==> config.mk <==
export PLATFORM = sky130hd
export DESIGN_NAME = dff_pipe_bank
export DESIGN_NICKNAME = d
export VERILOG_FILES = /design/src/rtl/dff_pipe_bank.sv
export SDC_FILE = /design/constraint.sdc
export NUM_CORES = 1
export LEC_CHECK = 0
export CORE_UTILIZATION = 40
export CTS_BUF_LIST = sky130_fd_sc_hd__clkbuf_16
export CTS_CLUSTER_DIAMETER = 50
export DETAILED_ROUTE_END_ITERATION = 12
export MAX_ROUTING_LAYER = met4
export PLACE_DENSITY_LB_ADDON = 0.1
export SLEW_MARGIN = 0
export SYNTH_ARGS = -nofsm -noshare
export SYNTH_HDL_FRONTEND = slang
export SYNTH_SLANG_ARGS = --single-unit
==> constraint.sdc <==
create_clock -name clk -period 3.4 [get_ports clk]
set_input_delay 0.68 -clock clk [delete_from_list [all_inputs] [get_ports clk]]
set_output_delay 0.68 -clock clk [all_outputs]
set_load 0.02 [all_outputs]
==> src/rtl/dff_pipe_bank.sv <==
// Elastic register pipeline: carries WIDTH-bit data plus an OR-reduce flag
// through DEPTH stages under valid/ready flow control, and counts completed
// output transfers in a saturating counter. Intended as a scan/state-capture
// fixture, so every state element is a plain async-reset flop, optionally
// enable-gated.
//
// Ports:
//   clk        clock, all flops rising-edge
//   rst        asynchronous, active-high reset
//   clear      synchronous flush of pipeline and counter (highest priority)
//   in_valid   upstream data valid
//   in_ready   pipeline can accept in_data this cycle
//   in_data    upstream data
//   out_valid  last stage holds valid data
//   out_ready  downstream accepts out_data this cycle
//   out_data   last-stage data
//   out_flag   |data as captured at stage 0, travels with the data
//   count      number of output transfers, saturating at all-ones
module dff_pipe_bank #(
  parameter int unsigned WIDTH = 8,
  parameter int unsigned DEPTH = 3,
  parameter int unsigned CNT_W = 16
) (
  input  logic             clk,
  input  logic             rst,
  input  logic             clear,
  input  logic             in_valid,
  output logic             in_ready,
  input  logic [WIDTH-1:0] in_data,
  output logic             out_valid,
  input  logic             out_ready,
  output logic [WIDTH-1:0] out_data,
  output logic             out_flag,
  output logic [CNT_W-1:0] count
);

  logic [DEPTH-1:0] valid_q, valid_d;
  logic [DEPTH-1:0] flag_q, flag_d;
  logic [WIDTH-1:0] data_q [DEPTH];
  logic [WIDTH-1:0] data_d [DEPTH];
  logic [CNT_W-1:0] cnt_q, cnt_d;
  logic [DEPTH-1:0] adv;
  logic             hole;
  logic             out_hs;

  // adv[k] is true when stage k can take new contents this cycle: the sink
  // is ready, or some stage at or downstream of k is empty (bubble collapse).
  // Computed as a downstream scan rather than adv[k+1] to keep the vector
  // free of self-dependence.
  always_comb begin
    hole = 1'b0;
    adv  = '0;
    for (int k = int'(DEPTH) - 1; k >= 0; k--) begin
      hole   = hole | ~valid_q[k];
      adv[k] = hole | out_ready;
    end
  end

  assign in_ready  = adv[0] & ~clear;
  assign out_valid = valid_q[DEPTH-1];
  assign out_data  = data_q[DEPTH-1];
  assign out_flag  = flag_q[DEPTH-1];
  assign count     = cnt_q;
  assign out_hs    = out_valid & out_ready;

  always_comb begin
    valid_d = valid_q;
    flag_d  = flag_q;
    data_d  = data_q;
    cnt_d   = cnt_q;
    if (clear) begin
      valid_d = '0;
      flag_d  = '0;
      cnt_d   = '0;
      for (int k = 0; k < int'(DEPTH); k++) begin
        data_d[k] = '0;
      end
    end else begin
      // Stage 0 takes the input; payload flops only load on a real word.
      if (adv[0]) begin
        valid_d[0] = in_valid & in_ready;
        if (in_valid) begin
          data_d[0] = in_data;
          flag_d[0] = |in_data;
        end
      end
      for (int k = 1; k < int'(DEPTH); k++) begin
        if (adv[k]) begin
          valid_d[k] = valid_q[k-1];
          if (valid_q[k-1]) begin
            data_d[k] = data_q[k-1];
            flag_d[k] = flag_q[k-1];
          end
        end
      end
      if (out_hs && (cnt_q != {CNT_W{1'b1}})) begin
        cnt_d = cnt_q + 1'b1;
      end
    end
  end

  always_ff @(posedge clk or posedge rst) begin
    if (rst) begin
      valid_q <= '0;
      flag_q  <= '0;
      cnt_q   <= '0;
      for (int k = 0; k < int'(DEPTH); k++) begin
        data_q[k] <= '0;
      end
    end else begin
      valid_q <= valid_d;
      flag_q  <= flag_d;
      cnt_q   <= cnt_d;
      for (int k = 0; k < int'(DEPTH); k++) begin
        data_q[k] <= data_d[k];
      end
    end
  end

endmodule

==> results.json, run 1 <==
{
  "status": "completed",
  "area_growth_syn_to_layout_pct": 27.1,
  "slowest_stage": "clkdlybuf4s50_1",
  "hp-class": "register to register",
  "drive_above_1_share": 0.107,
  "avgSynthCellArea_um2": 11.2,
  "end_kind": "output pin",
  "min_period_ns": 2.87,
  "n_fill_cell": 456,
  "synth.most_common_cell": "dfrtp_1",
  "synth_top_cells_by_count": "dfrtp_1 (46), nor2_1 (30), a22o_1 (18)",
  "fin_nets": 237,
  "fp.coreArea_mm2": 0.00511,
  "avgViaCountPerCell": 5.19,
  "async_reset_ff_frac": 1.00,
  "syn_nets": 203,
  "timing.setup.tns_ns": 0,
  "hold_buffers": 0,
  "setup_violations": 0,
  "timing.slew.headroom": 0.455,
  "antenna_left": 0,
  "cp_max_fo": 6,
  "cp.arrival_ns": 2.19,
  "cp.required_ns": 2.72,
  "cts_tree": "done",
  "netlist.area_leader.share": 0.543,
  "synth_edf_count": 0,
  "clock_skew_ns": 0.00492,
  "io_pins": 40,
  "critPathBufInv": 2,
  "track_usage": 0.181,
  "synthTopCellsByArea": "dfrtp_1 (54%), a22o_1 (7.4%), nor2_1 (5.3%)",
  "synth_cell_types": 38,
  "worstSetupPathType": "input port to output pin",
  "place_hpwl_mm": 3.08,
  "ys_ff_latch": 46,
  "ir_drop_mv": 0.271,
  "cts_sinks": 46,
  "overflow": 0,
  "ys_seq_area_frac": 0.543,
  "grt_pass1_vias": 1522,
  "wl_per_cell_um": 14.3,
  "antenna_found_initial": 0,
  "clk_pin_slew_ns": 0.06,
  "rows": 26,
  "portBuffers": 39,
  "synth_top_area_cell": "dfrtp_1",
  "leakage_nw": 1.20,
  "wl_mm": 4.21,
  "chipWidth_um": 74.8,
  "slew_violations": 0,
  "synth_flop_cell": "dfrtp_1",
  "multi_input_area_um2": 876,
  "cts_root_buffer": "clkbuf_16",
  "cts_inserted_buffers": 5,
  "firstDrtPassIters": 4,
  "clock_latency_ns": 0.28,
  "cts_resized": 0,
  "max-clock-path-buffers": 2,
  "seq_area_mm2": 0.00115,
  "drc": 0,
  "rsz0062_at_grt": "false",
  "gp_congestion": 0.811,
  "cts-htree-levels": 2,
  "start_util": 0.415,
  "power_density_mw_per_mm2": 436,
  "critPathMaxStageDelay_ns": 0.56,
  "startpoint_type": "input port",
  "layout_setup_ws_ns": 0.533,
  "cpMostUsedCell": "clkdlybuf4s50_1",
  "grt_max_degree": 32,
  "tightest_slew_ns": 0.812,
  "grt_pass1_wl_mm": 7.25,
  "max-cap-violations": 0,
  "first_iter_violations": 58,
  "vias": 1526,
  "hold_viol_final": 0,
  "dieArea_mm2": 0.00559,
  "yosys_warnings": 0,
  "syn_area_mm2": 0.00212,
  "detailedPlace.worstSlack_ns": 0.547,
  "post_cts_buffers": 0,
  "maxClockFrequency_ghz": 0.349,
  "die_h_um": 74.8,
  "synth_cells": 189,
  "diodes": 0,
  "path_delay_family": "buffers and inverters",
  "post-route-period-util": 0.843,
  "crit_path_cell_trace": "clkdlybuf4s50_1, nor2b_1, a31oi_1, clkdlybuf4s50_1"
}
flip-flops by register name, indices dropped and copies added (netlist names):
name	flops
count	16
data_q	16
flag_q	3
out_data	8
valid_q	3
through the flow:
step / cells / utilization / hold WS [ns] / power [mW] / cell area (um^2)
after CTS: 294 / 0.527 / 0.500 / 1.19 / 2690
after detailed placement: 286 / 0.495 / 0.489 / 0.645 / 2530
after global routing: 294 / 0.527 / 0.522 / 1.22 / 2690
final: 294 / 0.527 / 0.497 / 1.18 / 2690
after global placement: 286 / 0.495 / 0.486 / 0.643 / 2530
after floorplan: 189 / - / 0.466 / 0.613 / 2120
worst reg2reg max path: stages (launching register included):
cell	delay, ns
dfrtp_1	0.42
ha_1	0.25
nand3_1	0.14
nor4_4	0.08
or3_1	0.34
or3_1	0.34
a21oi_2	0.13
report_power, final:
part	total, mW	switching (mW)	internal [mW]	leakage (nW)
combinational	0.0669	0.0379	0.0290	0.489
clock	0.542	0.198	0.344	0.0836
sequential	0.566	0.00785	0.559	0.633
total	1.18	0.244	0.931	1.20
layout by cell type (no fill, tap or decap), types with 2 or more instances in the layout:
cell type,n
clkbuf_16,5
nand4_4,2
clkdlybuf4s50_1,39
clkinv_2,2
nand3_1,7
nor3_1,3
nand4_1,2
or3_1,3
dfrtp_1,46
xor2_1,6
xnor2_1,7
a22o_1,18
buf_4,2
mux2i_1,9
or2_2,2
a21oi_2,3
a21oi_1,4
o21ai_0,2
nand2_1,11
nor4_1,2
nor2_1,30
metal layers:
layer / track usage / wire [um]
met4: 0.0629 / 65
met3: 0.0455 / 173
met2: 0.309 / 2140
met1: 0.207 / 1830
met5: - / 0
cells by family after synthesis:
| group | after synthesis | share of synthesized area |
|---|---|---|
| AO/OA/AOI/OAI | 29 | 0.108 |
| multiplexers | 9 | 0.0425 |
| AND/OR/NAND/NOR | 75 | 0.203 |
| flip-flops | 46 | 0.543 |
| XOR/XNOR | 13 | 0.0538 |
| buffers and inverters | 16 | 0.0431 |
| adder cells (fa/ha/maj) | 1 | 0.00591 |
worst paths after layout:
path                       startpoint          end  slack, ns  depth (start not counted)
max                         out_ready     in_ready       0.53                          4
min in group asynchronous         rst  out_data[0]       0.77                          2
min reg2reg                data_q[21]   data_q[13]       0.50                          1
min                        data_q[21]   data_q[13]       0.50                          1
max reg2reg                  count[0]     count[6]       1.64                          6
max in group asynchronous         rst  out_data[6]       1.91                          3
layout make-up:
cell class / instances / area share
timing repair buffer: 41 / 0.151
inverter: 2 / 0.00279
tap: 70 / 0.0325
clock buffer: 5 / 0.0465
multi-input combinational: 127 / 0.325
sequential: 46 / 0.428
clock inverter: 3 / 0.0149
Note: power is estimated with default switching activity, not from simulation.
==> run 2: changes to the inputs <==
clock period = 2.6 ns   (was 3.4 ns; I/O delays follow)
==> results.json, run 2 (synthesis results as in run 1) <==
{
  "status": "completed",
  "cts_resized": 0,
  "start_util": 0.415,
  "clk_pin_slew_ns": 0.06,
  "leakage_nw": 1.21,
  "grt_max_degree": 32,
  "ir_drop_mv": 0.377,
  "maxClockFrequency_ghz": 0.403,
  "cts_sinks": 46,
  "path_delay_family": "buffers and inverters",
  "cp_max_fo": 6,
  "die_h_um": 74.8,
  "antenna_found_initial": 0,
  "hp-class": "register to register",
  "multi_input_area_um2": 878,
  "area_growth_syn_to_layout_pct": 28.2,
  "firstDrtPassIters": 4,
  "post-route-period-util": 0.954,
  "slew_violations": 0,
  "timing.setup.tns_ns": 0,
  "hold_buffers": 0,
  "max-cap-violations": 0,
  "final_cells": 295,
  "cp.arrival_ns": 1.96,
  "first_iter_violations": 45,
  "wl_per_cell_um": 13.7,
  "rows": 26,
  "hold_viol_final": 0,
  "cts_tree": "done",
  "antenna_left": 0,
  "vias": 1489,
  "cpMostUsedCell": "clkdlybuf4s50_1",
  "min_period_ns": 2.48,
  "io_pins": 40,
  "end_kind": "output pin",
  "final_common_cell": "dfrtp_1",
  "fp.coreArea_mm2": 0.00511,
  "grt_pass1_vias": 1519,
  "n_fill_cell": 477,
  "grt_pass1_wl_mm": 6.87,
  "drive_above_1_share": 0.111,
  "place_hpwl_mm": 2.99,
  "track_usage": 0.170,
  "top_layer_used": "met4",
  "most-common-layout-cells": "dfrtp_1 (46), clkdlybuf4s50_1 (39), nor2_1 (30)",
  "fin_nets": 238,
  "timing.slew.headroom": 0.479,
  "drc": 0,
  "dieArea_mm2": 0.00559,
  "dpl.cell_count": 287,
  "dr_wl_met2_mm": 2.04,
  "tightest_slew_ns": 0.776,
  "power_density_mw_per_mm2": 562,
  "rsz0062_at_grt": "false",
  "cts_root_buffer": "clkbuf_16",
  "seq_area_mm2": 0.00115,
  "crit_path_cell_trace": "clkdlybuf4s50_1, nor2b_2, a31oi_1, clkdlybuf4s50_1",
  "wl_met1_mm": 1.80,
  "wl_mm": 4.04,
  "setup_violations": 0,
  "portBuffers": 39,
  "post_cts_buffers": 0,
  "gp_congestion": 0.787,
  "clock_skew_ns": 0.00401,
  "startpoint_type": "input port",
  "avgViaCountPerCell": 5.05,
  "cts-htree-levels": 2,
  "slowest_stage": "clkdlybuf4s50_1",
  "worstSetupPathType": "input port to output pin",
  "clock_latency_ns": 0.28,
  "overflow": 0,
  "wl_met3_um": 123,
  "cts_inserted_buffers": 5,
  "cp.required_ns": 2.08,
  "max-clock-path-buffers": 2,
  "diodes": 0,
  "critPathMaxStageDelay_ns": 0.63,
  "chipWidth_um": 74.8,
  "critPathBufInv": 2
}
run 2: cell types whose count changed in the layout (fill, tap and decap cells not counted), sizes merged:
cell      delta
clkinv       -2
buf          +1
clkinvlp     +1
inv          +1
run 2: path summary, 6_finish.rpt:
check	start	end	slack, ns	cells past startpoint
worst max register to register	count[0]	count[6]	0.81	6
worst max-delay path	out_ready	in_ready	0.12	4
worst min register to register	data_q[18]	data_q[10]	0.50	1
min in group asynchronous	rst	count[3]	0.60	2
max in group asynchronous	rst	data_q[14]	1.47	3
worst min-delay path	data_q[18]	data_q[10]	0.50	1
run 2: final cells by class:
| class | count | share of cell area |
|---|---|---|
| sequential | 46 | 0.424 |
| multi-input combinational | 127 | 0.323 |
| timing repair buffer | 42 | 0.157 |
| clock buffer | 5 | 0.0461 |
| tap | 70 | 0.0322 |
| clock inverter | 3 | 0.0152 |
| inverter | 2 | 0.00276 |
run 2: per-layer routing:
layer | up-vias | GRT usage
met5 | - | -
met4 | 0 | 0.0608
met3 | 7 | 0.0415
met2 | 28 | 0.299
met1 | 722 | 0.187
li1 | 732 | -
run 2: power by group:
group          switching [mW]  internal (mW)  leakage [nW]
registers              0.0101          0.731         0.633
clock network           0.247          0.449        0.0812
logic                  0.0503         0.0407         0.498
total                   0.307           1.22          1.21
run 2: worst register-to-register path: stages, from the launching register on:
cell,delay (ns)
dfrtp_1,0.42
ha_1,0.25
nand3_1,0.15
nor4_4,0.09
or3_1,0.35
or3_1,0.34
a21oi_2,0.14
run 2: metrics by stage:
stage	utilization	hold slack (ns)	total power, mW	cell area [um^2]	setup WS, ns
6_report	0.532	0.499	1.53	2720	0.120
5_1_grt	0.532	0.519	1.59	2720	0.0415
4_1_cts	0.531	0.501	1.56	2710	0.0732
3_5_place_dp	0.499	0.487	0.847	2550	0.0791
3_3_place_gp	0.499	0.485	0.844	2550	0.120
2_1_floorplan	-	0.466	0.802	2120	0.839
==> run 3: changes to the inputs <==
CTS_CLUSTER_DIAMETER = 40   (was 50)
==> results of run 3 <==
No change in the layout: final DEF, timing and power equal those of run 2.
